**src/rtl/alu_ctrl_issue_pkg.sv**
```systemverilog
// Shared constants for the ID-side ALU control issue block: ALU operation codes,
// RV32 opcodes and the funct3/funct7 values the decoder recognises.
package alu_ctrl_issue_pkg;

    // ALU operation codes sent to EX
    localparam logic [3:0] ALU_AND  = 4'b0000;
    localparam logic [3:0] ALU_XOR  = 4'b0001;
    localparam logic [3:0] ALU_SLL  = 4'b0010;
    localparam logic [3:0] ALU_ADD  = 4'b0011;
    localparam logic [3:0] ALU_SUB  = 4'b0100;
    localparam logic [3:0] ALU_MUL  = 4'b0101;
    localparam logic [3:0] ALU_ADDI = 4'b0110;
    localparam logic [3:0] ALU_SRAI = 4'b0111;
    localparam logic [3:0] ALU_MEM  = 4'b1000;
    localparam logic [3:0] ALU_BEQ  = 4'b1001;

    // Major opcodes
    localparam logic [6:0] OP_R  = 7'b0110011;
    localparam logic [6:0] OP_I  = 7'b0010011;
    localparam logic [6:0] OP_LD = 7'b0000011;
    localparam logic [6:0] OP_ST = 7'b0100011;
    localparam logic [6:0] OP_BR = 7'b1100011;

    // funct7 values
    localparam logic [6:0] F7_BASE   = 7'b0000000;
    localparam logic [6:0] F7_ALT    = 7'b0100000;
    localparam logic [6:0] F7_MULDIV = 7'b0000001;

    // funct3 values
    localparam logic [2:0] F3_ADD = 3'b000;
    localparam logic [2:0] F3_SLL = 3'b001;
    localparam logic [2:0] F3_W   = 3'b010;
    localparam logic [2:0] F3_XOR = 3'b100;
    localparam logic [2:0] F3_SR  = 3'b101;
    localparam logic [2:0] F3_AND = 3'b111;
    localparam logic [2:0] F3_BEQ = 3'b000;

endpackage

```
**src/rtl/alu_ctrl_decode.sv**
```systemverilog
// Combinational RV32 decoder: instruction word plus register-file data in,
// ALU control code, both operands and an illegal flag out.
module alu_ctrl_decode
    import alu_ctrl_issue_pkg::*;
#(
    parameter int unsigned DW = 32
) (
    input  logic [31:0]   instr_i,
    input  logic [DW-1:0] rs1_data_i,
    input  logic [DW-1:0] rs2_data_i,
    output logic [3:0]    alu_ctrl_o,
    output logic [DW-1:0] data1_o,
    output logic [DW-1:0] data2_o,
    output logic          illegal_o
);

    logic [6:0]    opcode;
    logic [6:0]    funct7;
    logic [2:0]    funct3;
    logic [DW-1:0] imm_i;
    logic [DW-1:0] imm_s;
    logic [DW-1:0] shamt;
    logic [DW-1:0] op2;
    logic [3:0]    ctrl;
    logic          legal;
    logic          unused_reg_fields;

    assign opcode = instr_i[6:0];
    assign funct3 = instr_i[14:12];
    assign funct7 = instr_i[31:25];

    // Immediates are pure bit-slicing; no arithmetic happens here
    assign imm_i = {{(DW-12){instr_i[31]}}, instr_i[31:20]};
    assign imm_s = {{(DW-12){instr_i[31]}}, instr_i[31:25], instr_i[11:7]};
    assign shamt = {{(DW-5){1'b0}}, instr_i[24:20]};

    // rs1 index is consumed by the register file upstream, not by this decoder
    assign unused_reg_fields = ^instr_i[19:15];

    // Classify the instruction and pick the ALU code and second operand
    always_comb begin
        ctrl  = ALU_ADD;
        op2   = '0;
        legal = 1'b0;
        case (opcode)
            OP_R: begin
                op2   = rs2_data_i;
                legal = 1'b1;
                if (funct7 == F7_BASE && funct3 == F3_AND)        ctrl = ALU_AND;
                else if (funct7 == F7_BASE && funct3 == F3_XOR)   ctrl = ALU_XOR;
                else if (funct7 == F7_BASE && funct3 == F3_SLL)   ctrl = ALU_SLL;
                else if (funct7 == F7_BASE && funct3 == F3_ADD)   ctrl = ALU_ADD;
                else if (funct7 == F7_ALT && funct3 == F3_ADD)    ctrl = ALU_SUB;
                else if (funct7 == F7_MULDIV && funct3 == F3_ADD) ctrl = ALU_MUL;
                else                                              legal = 1'b0;
            end
            OP_I: begin
                if (funct3 == F3_ADD) begin
                    ctrl  = ALU_ADDI;
                    op2   = imm_i;
                    legal = 1'b1;
                end else if (funct3 == F3_SR && funct7 == F7_ALT) begin
                    ctrl  = ALU_SRAI;
                    op2   = shamt;
                    legal = 1'b1;
                end
            end
            OP_LD: begin
                if (funct3 == F3_W) begin
                    ctrl  = ALU_MEM;
                    op2   = imm_i;
                    legal = 1'b1;
                end
            end
            OP_ST: begin
                if (funct3 == F3_W) begin
                    ctrl  = ALU_MEM;
                    op2   = imm_s;
                    legal = 1'b1;
                end
            end
            OP_BR: begin
                if (funct3 == F3_BEQ) begin
                    ctrl  = ALU_BEQ;
                    op2   = rs2_data_i;
                    legal = 1'b1;
                end
            end
            default: ;
        endcase
    end

    // Unsupported encodings become a harmless ADD of zeros flagged illegal
    always_comb begin
        alu_ctrl_o = legal ? ctrl : ALU_ADD;
        data1_o    = legal ? rs1_data_i : '0;
        data2_o    = legal ? op2 : '0;
        illegal_o  = ~legal;
    end

endmodule

```
**src/rtl/alu_ctrl_issue.sv**
```systemverilog
// ID-side issue stage for the ALU: decodes each instruction and queues the result
// toward EX through a 2-entry skid FIFO with valid/ready handshakes and flush.
module alu_ctrl_issue
    import alu_ctrl_issue_pkg::*;
#(
    parameter int unsigned DW    = 32,
    parameter int unsigned DEPTH = 2
) (
    input  logic          clk_i,
    input  logic          rst_i,
    input  logic          valid_i,
    output logic          ready_o,
    input  logic [31:0]   instr_i,
    input  logic [DW-1:0] rs1_data_i,
    input  logic [DW-1:0] rs2_data_i,
    input  logic          flush_i,
    output logic          valid_o,
    input  logic          ready_i,
    output logic [3:0]    ALUCtrl_o,
    output logic [DW-1:0] data1_o,
    output logic [DW-1:0] data2_o,
    output logic          illegal_o
);

    localparam logic [1:0] CountFull = 2'(DEPTH);

    logic [3:0]    dec_ctrl;
    logic [DW-1:0] dec_data1;
    logic [DW-1:0] dec_data2;
    logic          dec_illegal;

    logic [1:0]    count_q, count_d;
    logic          wr_ptr_q, wr_ptr_d;
    logic          rd_ptr_q, rd_ptr_d;
    logic          accept;
    logic          pop;

    logic [3:0]    ctrl_q    [DEPTH];
    logic [DW-1:0] data1_q   [DEPTH];
    logic [DW-1:0] data2_q   [DEPTH];
    logic          illegal_q [DEPTH];

    alu_ctrl_decode #(
        .DW (DW)
    ) u_decode (
        .instr_i    (instr_i),
        .rs1_data_i (rs1_data_i),
        .rs2_data_i (rs2_data_i),
        .alu_ctrl_o (dec_ctrl),
        .data1_o    (dec_data1),
        .data2_o    (dec_data2),
        .illegal_o  (dec_illegal)
    );

    // ready_o depends only on registered occupancy, never on ready_i
    assign ready_o = (count_q < CountFull);
    assign valid_o = (count_q != 2'd0);
    // A flush swallows any same-cycle accept
    assign accept  = valid_i & ready_o & ~flush_i;
    assign pop     = valid_o & ready_i;

    // Occupancy and pointer next-state
    always_comb begin
        count_d  = count_q;
        wr_ptr_d = wr_ptr_q;
        rd_ptr_d = rd_ptr_q;
        if (flush_i) begin
            count_d  = 2'd0;
            wr_ptr_d = 1'b0;
            rd_ptr_d = 1'b0;
        end else begin
            if (accept) wr_ptr_d = ~wr_ptr_q;
            if (pop)    rd_ptr_d = ~rd_ptr_q;
            case ({accept, pop})
                2'b10:   count_d = count_q + 2'd1;
                2'b01:   count_d = count_q - 2'd1;
                default: ;
            endcase
        end
    end

    // Occupancy and pointer registers
    always_ff @(posedge clk_i or negedge rst_i) begin
        if (!rst_i) begin
            count_q  <= 2'd0;
            wr_ptr_q <= 1'b0;
            rd_ptr_q <= 1'b0;
        end else begin
            count_q  <= count_d;
            wr_ptr_q <= wr_ptr_d;
            rd_ptr_q <= rd_ptr_d;
        end
    end

    // Entry storage; slots are cleared on reset so idle outputs read as zero
    always_ff @(posedge clk_i or negedge rst_i) begin
        if (!rst_i) begin
            for (int i = 0; i < int'(DEPTH); i++) begin
                ctrl_q[i]    <= '0;
                data1_q[i]   <= '0;
                data2_q[i]   <= '0;
                illegal_q[i] <= 1'b0;
            end
        end else if (accept) begin
            ctrl_q[wr_ptr_q]    <= dec_ctrl;
            data1_q[wr_ptr_q]   <= dec_data1;
            data2_q[wr_ptr_q]   <= dec_data2;
            illegal_q[wr_ptr_q] <= dec_illegal;
        end
    end

    // Head slot drives EX directly; it holds while EX stalls
    always_comb begin
        ALUCtrl_o = ctrl_q[rd_ptr_q];
        data1_o   = data1_q[rd_ptr_q];
        data2_o   = data2_q[rd_ptr_q];
        illegal_o = illegal_q[rd_ptr_q];
    end

endmodule

```
**config.mk**
```make
export PLATFORM = sky130hd
export DESIGN_NAME = alu_ctrl_issue
export DESIGN_NICKNAME = d
export VERILOG_FILES = /design/src/rtl/alu_ctrl_issue_pkg.sv /design/src/rtl/alu_ctrl_decode.sv /design/src/rtl/alu_ctrl_issue.sv
export SDC_FILE = /design/constraint.sdc
export NUM_CORES = 1
export LEC_CHECK = 0
export CORE_ASPECT_RATIO = 1.4
export CORE_MARGIN = 3
export CORE_UTILIZATION = 40
export DETAILED_ROUTE_END_ITERATION = 8
export PLACE_DENSITY_LB_ADDON = 0.05
export SLEW_MARGIN = 30
export SYNTH_ARGS = -nofsm -noshare
export SYNTH_HDL_FRONTEND = slang
export SYNTH_SLANG_ARGS = --single-unit
```
**constraint.sdc**
```tcl
create_clock -name clk_i -period 3.9 [get_ports clk_i]
set_input_delay 0.39 -clock clk_i [delete_from_list [all_inputs] [get_ports clk_i]]
set_output_delay 0.39 -clock clk_i [all_outputs]
set_load 0.005 [all_outputs]
```
==> results of run 1 <==
registers in the layout, summed over array words and instances (netlist names):
signal / flops
count_q: 2
wr_ptr_q: 1
data1_q: 64
ctrl_q: 8
data2_q: 64
rd_ptr_q: 1
illegal_q: 2
cell usage in the layout, fill, tap and decap left out, types with 2 or more instances in the layout:
cell type / instances
nand3_1: 6
nand2_1: 34
a2111oi_4: 2
a22o_1: 109
xor2_1: 4
and2_1: 2
a21oi_1: 14
buf_4: 14
clkbuf_1: 2
mux2_2: 71
o21ai_1: 14
a32o_1: 3
buf_12: 2
mux2i_1: 8
o21ai_0: 5
bufinv_16: 3
or2_2: 2
clkbuf_16: 17
a32oi_1: 2
nor3_1: 4
a21o_1: 20
clkinv_4: 7
nand2b_1: 6
nand3b_1: 2
dfrtp_1: 141
a31oi_4: 2
clkdlybuf4s50_1: 165
nor3_2: 3
nor2_1: 14
inv_1: 2
a22oi_1: 11
a31oi_1: 3
stage by stage:
step | power (mW) | hold slack [ns] | util, %
after floorplan | 1.665 | 0.09441 | -
after global placement | 1.851 | 0.4590 | 51.80
after detailed placement | 1.861 | 0.4718 | 51.95
after CTS | 3.512 | 0.07498 | 55.49
after global routing | 3.610 | 0.1025 | 55.49
final | 3.471 | 0.04935 | 55.49
metal layers:
| metal | vias to the layer above | part of all wire (%) |
|---|---|---|
| li1 | 2479 | - |
| met1 | 2802 | 42 |
| met2 | 124 | 52 |
| met3 | 32 | 4.0 |
| met4 | 0 | 2.4 |
| met5 | - | 0 |
cell type report:
| class | instances | area (sq um) |
|---|---|---|
| flip-flops and latches | 142 | 3557 |
| well taps | 232 | 290.3 |
| fillers | 1500 | 7516 |
| inverters | 2 | 7.507 |
| clock buffers | 19 | 432.9 |
| repair buffers | 182 | 1808 |
| clock inverters | 12 | 165.2 |
| multi-input cells | 375 | 3109 |
cells by family (layout without fill, tap and decap cells):
family / after synthesis / count (layout) / synth area share, %
AOI/OAI and AO/OA: 198 / 198 / 23.87
DFF: 142 / 142 / 51.12
muxes: 79 / 79 / 12.65
and+or+nand+nor: 92 / 92 / 7.200
buffers and inverters: 50 / 215 / 4.392
xor gates and xnor gates: 5 / 5 / 0.6299
adders and majority gates: 1 / 1 / 0.1440
worst reg2reg max path, cell delays in order, from the launching register on:
cell and delay, ns:
dfrtp_1 0.41, nand2b_1 0.26, or3b_2 0.71, a2111oi_4 0.59, nand2_1 0.12, a22oi_1 0.16
worst min path at each step:
stage                     cells after the start             startpoint                      to  slack [ns]
after floorplan                               0                  rst_i  count_q[0]$_DFFE_PN0P_        0.09
after global placement                        2  ctrl_q[6]$_DFFE_PN0P_   ctrl_q[6]$_DFFE_PN0P_        0.46
after detailed placement                      2  ctrl_q[6]$_DFFE_PN0P_   ctrl_q[6]$_DFFE_PN0P_        0.47
after CTS                                     1                  rst_i  data1_q[5]$_DFFE_PN0P_        0.07
after global routing                          1                  rst_i  data1_q[5]$_DFFE_PN0P_        0.10
final                                         1                  rst_i  data1_q[5]$_DFFE_PN0P_        0.05
where the power goes:
group          switching [mW]  total [mW]  internal, mW  leakage (nW)
Clock                   0.630        1.64          1.01         0.292
Combinational           0.153       0.314         0.161          1.95
Sequential             0.0242        1.52          1.49          1.94
Total                   0.807        3.47          2.66          4.18
==> impl_metrics.csv, run 1 <==
group,metric,value,unit
synthesis,syn-cell-area,6952,sq um
critical_path,crit_required,3.51,ns
cts,cts_resized,0,
routing,routed_wl,18920,um
critical_path,setup.worst_path.class,"reg2out",
critical_path,path_cells,"buf_12, mux2_2, clkdlybuf4s50_1",
layout,areaGrowthSynthToFinish,34.79,%
placement,pre_cts_ws,0.9379,ns
synthesis,synth_seq_cells,142,
critical_path,crit_path_end_kind,"primary output",
critical_path,critPathLaunch,"rd_ptr_q$_DFFE_PN0P_",
timing,tightest_slew,0.8281,ns
synthesis,yosys.area.top_type,"dfrtp_1",
critical_path,rrSetupSlack,1.57,ns
synthesis,seq_area_frac_synth,51.12,%
timing,setup_viol,0,
critical_path,cpMaxStageDelayCell,"dfrtp_4",
synthesis,syn_nets,668,
routing,drc,0,
power,leakagePower,4.184,nW
synthesis,synth.top_cell.area_share,51.12,%
die,core,16890,sq um
grt,antenna_found_initial,0,
critical_path,crit_end,"data2_o[8]",
critical_path,path_buf_inv,2,
critical_path,path_depth,3,
grt,grt_pass1_wl,31200,um
cts,cts.hold.buffers_added,0,
die,fp.dieW,117.4,um
layout,nets,821,
synthesis,syn_avg_cell_area,12.26,sq um
die,rows,56,
grt,grt_use_met3,4.145,%
timing,hold_viol_final,0,
grt,grt-ovfl-total,0,
layout,diodes,0,
cts,cts_setup_buffers,0,
cts,cts-root-buf,"clkbuf_16",
routing,wl_per_cell,19.63,um
timing,final_max_slew_viol_count,0,
cts,htreeDepth,4,
placement,place_inst,933,
synthesis,synth_edf_count,0,
timing,rsz0062_at_grt,"false",
timing,slew-limit-headroom,44.80,%
run,cap_violations,0,
routing,routed_via_density,5.640,
placement,gp_congestion,0.8105,
die,dieArea,19020,sq um
critical_path,r2r_cells,5,
critical_path,cp_top_family,"flip-flops",
layout,post-route-cell-area,9370,sq um
die,die_y,162.0,um
critical_path,critPathMaxStageDelay,0.79,ns
critical_path,r2r-start,"count_q[1]$_DFFE_PN0P_",
cts,cts_buffer_depth,2,
routing,drt_iter0_drc,330,
routing,firstDrtPassIters,4,
synthesis,yosysWarnings,0,
worst_hold_path,hold_class,"in2async",
die,io_pins,172,
timing,timing.final.ws_setup,1.099,ns
critical_path,start_kind,"register",
die,start_util,41.17,%
synthesis,synth_most_common_cell,"dfrtp_1",
power,ir_drop,0.2661,mV
cts,clk_pin_slew_worst_paths,0.06,ns
synthesis,synth.distinct_cells,62,
synthesis,ys.flop_type,"dfrtp_1",
layout,fin_cells,964,
timing,fin_crit,2.801,ns
power,power.density,370.4,nW/um^2
grt,top_usage_layer,"met2",
cts,cts.sink_count,142,
timing,max_freq,0.3570,GHz
grt,grt_use_met2,36.32,%
critical_path,r2r_end,"data2_q[3]$_DFFE_PN0P_",
synthesis,synth_area_leaders,"dfrtp_1 (51%), a22o_1 (14%), mux2_2 (12%)",
routing,drtAntennaViolNets,0,
placement,dp_hpwl,12640,um
cts,numCtsBuffers,17,
critical_path,critPathArrivalTime,2.41,ns
placement,port_buffers,166,
timing,fin_crit_sh,71.83,%
outcome,outcome,"finished, final reports clean",
timing,timing.setup.tns,0,ns
grt,grt_pass1_vias,5900,
critical_path,path_max_fanout,37,
cts,cts_tree,"built",
synthesis,yosys-top-cells-count,"dfrtp_1 (142), a22o_1 (109), mux2_2 (71)",
grt,grt_usage,20.53,%
synthesis,async_reset_ff_share,100.0,%
timing,finClkSkew,0.009786,ns
grt,use_met1,24.80,%
grt,grt_start_max_net_pins,93,
cts,clk_latency,0.42,ns
placement,place_area,8772,sq um
routing,vias,5437,
layout,drive_above_1_share,19.26,%
synthesis,synth_cells,567,
No activity file was read; power rests on OpenSTA's default activity.
==> run 2, diff against run 1 <==
==> constraint.sdc (replaced) <==
create_clock -name clk_i -period 2.55 [get_ports clk_i]
set_input_delay 0.255 -clock clk_i [delete_from_list [all_inputs] [get_ports clk_i]]
set_output_delay 0.255 -clock clk_i [all_outputs]
set_load 0.005 [all_outputs]
==> run 2 against run 1 <==
- die area is the same
- first-iteration DRC count is 14% lower
- sequential power rose by 53%
- cell count increased by 3.2%
- worst setup slack worse by 1.0 ns
- clock power increased by 43%
- register-to-register slack worse by 1.1 ns
- largest cell class unchanged
==> impl_metrics.csv, run 2 (synthesis gave the netlist of run 1 again) <==
group,metric,value,unit
outcome,outcome,"finished, final reports clean",
placement,dp_hpwl,13380,um
layout,nets,851,
cts,htreeDepth,4,
die,core,16890,sq um
cts,clk_pin_slew_worst_paths,0.07,ns
die,io_pins,172,
timing,max_freq,0.4051,GHz
critical_path,critPathLaunch,"rd_ptr_q$_DFFE_PN0P_",
timing,final_max_slew_viol_count,0,
routing,drt_iter0_drc,283,
timing,rsz0062_at_grt,"false",
critical_path,critPathMaxStageDelay,0.72,ns
die,start_util,41.17,%
timing,fin_crit_sh,96.80,%
routing,drc,0,
timing,fin_crit,2.468,ns
timing,tightest_slew,0.9611,ns
timing,finClkSkew,0.01159,ns
die,rows,56,
critical_path,start_kind,"register",
grt,antenna_found_initial,0,
grt,grt-ovfl-total,0,
grt,grt_start_max_net_pins,78,
cts,numCtsBuffers,17,
die,dieArea,19020,sq um
critical_path,crit_required,2.30,ns
grt,grt_pass1_wl,31260,um
critical_path,crit_path_end_kind,"primary output",
critical_path,path_cells,"buf_12, mux2_2, clkdlybuf4s50_1",
worst_hold_path,hold_class,"in2async",
layout,post-route-util,57.04,%
die,fp.dieW,117.4,um
critical_path,rrSetupSlack,0.50,ns
critical_path,cpMaxStageDelayCell,"dfrtp_4",
layout,reg_top3,"data1_q: 64 flops, data2_q: 64 flops, ctrl_q: 8 flops",
critical_path,critPathArrivalTime,2.21,ns
timing,whs,0.4251,ns
critical_path,setup.worst_path.class,"reg2out",
power,power.density,538.2,nW/um^2
layout,areaGrowthSynthToFinish,38.55,%
layout,final_cell_mix,"clkdlybuf4s50_1 (165), dfrtp_1 (141), a22o_1 (109), mux2_2 (71), buf_4 (37)",
placement,gp_congestion,0.8997,
grt,grt_usage,20.62,%
routing,wl_per_cell,19.51,um
routing,routed_via_density,5.513,
cts,cts_buffer_depth,2,
cts,cts_tree,"built",
critical_path,path_buf_inv,2,
placement,port_buffers,166,
run,cap_violations,0,
power,total_power,5.184,mW
layout,drive_above_1_share,22.54,%
layout,mostFrequentLayoutCell,"clkdlybuf4s50_1",
critical_path,path_max_fanout,27,
routing,routed_wl,19410,um
cts,cts-root-buf,"clkbuf_16",
critical_path,r2r_cells,6,
power,ir_drop,0.3253,mV
timing,hold_viol_final,0,
layout,diodes,0,
cts,clk_latency,0.42,ns
cts,cts.sink_count,142,
timing,setup_viol,0,
cts,cts_setup_buffers,0,
die,die_y,162.0,um
critical_path,cp_top_family,"flip-flops",
power,leakagePower,4.329,nW
critical_path,r2r-start,"count_q[1]$_DFFE_PN0P_",
grt,grt_pass1_vias,6002,
critical_path,r2r_end,"data2_q[3]$_DFFE_PN0P_",
routing,vias,5485,
routing,firstDrtPassIters,7,
routing,drtAntennaViolNets,0,
timing,slew-limit-headroom,35.38,%
## run 2: how the worst max path moves through the flow
stage	cells past startpoint	slack (ns)	to
4_1_cts	3	0.04	illegal_o
3_3_place_gp	7	-0.02	data2_q[26]$_DFFE_PN0P_
5_1_grt	3	0.0008	illegal_o
3_5_place_dp	7	-0.09	data2_q[26]$_DFFE_PN0P_
6_report	3	0.08	data2_o[7]
2_1_floorplan	6	0.60	ctrl_q[1]$_DFFE_PN0P_
## run 2: metrics by stage
step | setup TNS [ns] | setup slack [ns] | cells | cell area (sq um)
CTS | 0 | 0.03817 | 995 | 9632
detailed placement | -0.4636 | -0.08886 | 962 | 9060
global route | 0 | 0.0007541 | 995 | 9632
floorplan | 0 | 0.6033 | 567 | 6952
global placement | -0.07838 | -0.01556 | 962 | 9060
finish | 0 | 0.08168 | 995 | 9632
## run 2: repair_timing
item                                   4_1_cts  5_1_grt
hold buffers                                 1        0
gates resized for setup                      0        0
endpoints found under the hold margin       73        0
## run 2: power by group
part | internal (mW) | switching [mW] | leakage, nW | total (mW)
sequential | 2.28 | 0.0330 | 1.94 | 2.32
clock | 1.30 | 1.04 | 0.264 | 2.34
combinational | 0.278 | 0.248 | 2.12 | 0.526
total | 3.86 | 1.32 | 4.33 | 5.18
## run 2: final cells by class
type	instances	area, sq um
clock buffers	18	439.2
clock inverters	14	122.6
fillers	1476	7254
inverters	2	7.507
multi-input cells	375	3104
flip-flops and latches	142	3557
well taps	232	290.3
repair buffers	212	2111
## run 2: metal layers
layer	track usage, %	vias up	part of all wire (%)
li1	-	2527	-
met1	24.78	2787	43
met2	37.26	147	52
met3	3.622	24	3.5
met4	7.311	0	1.7
met5	0	-	0
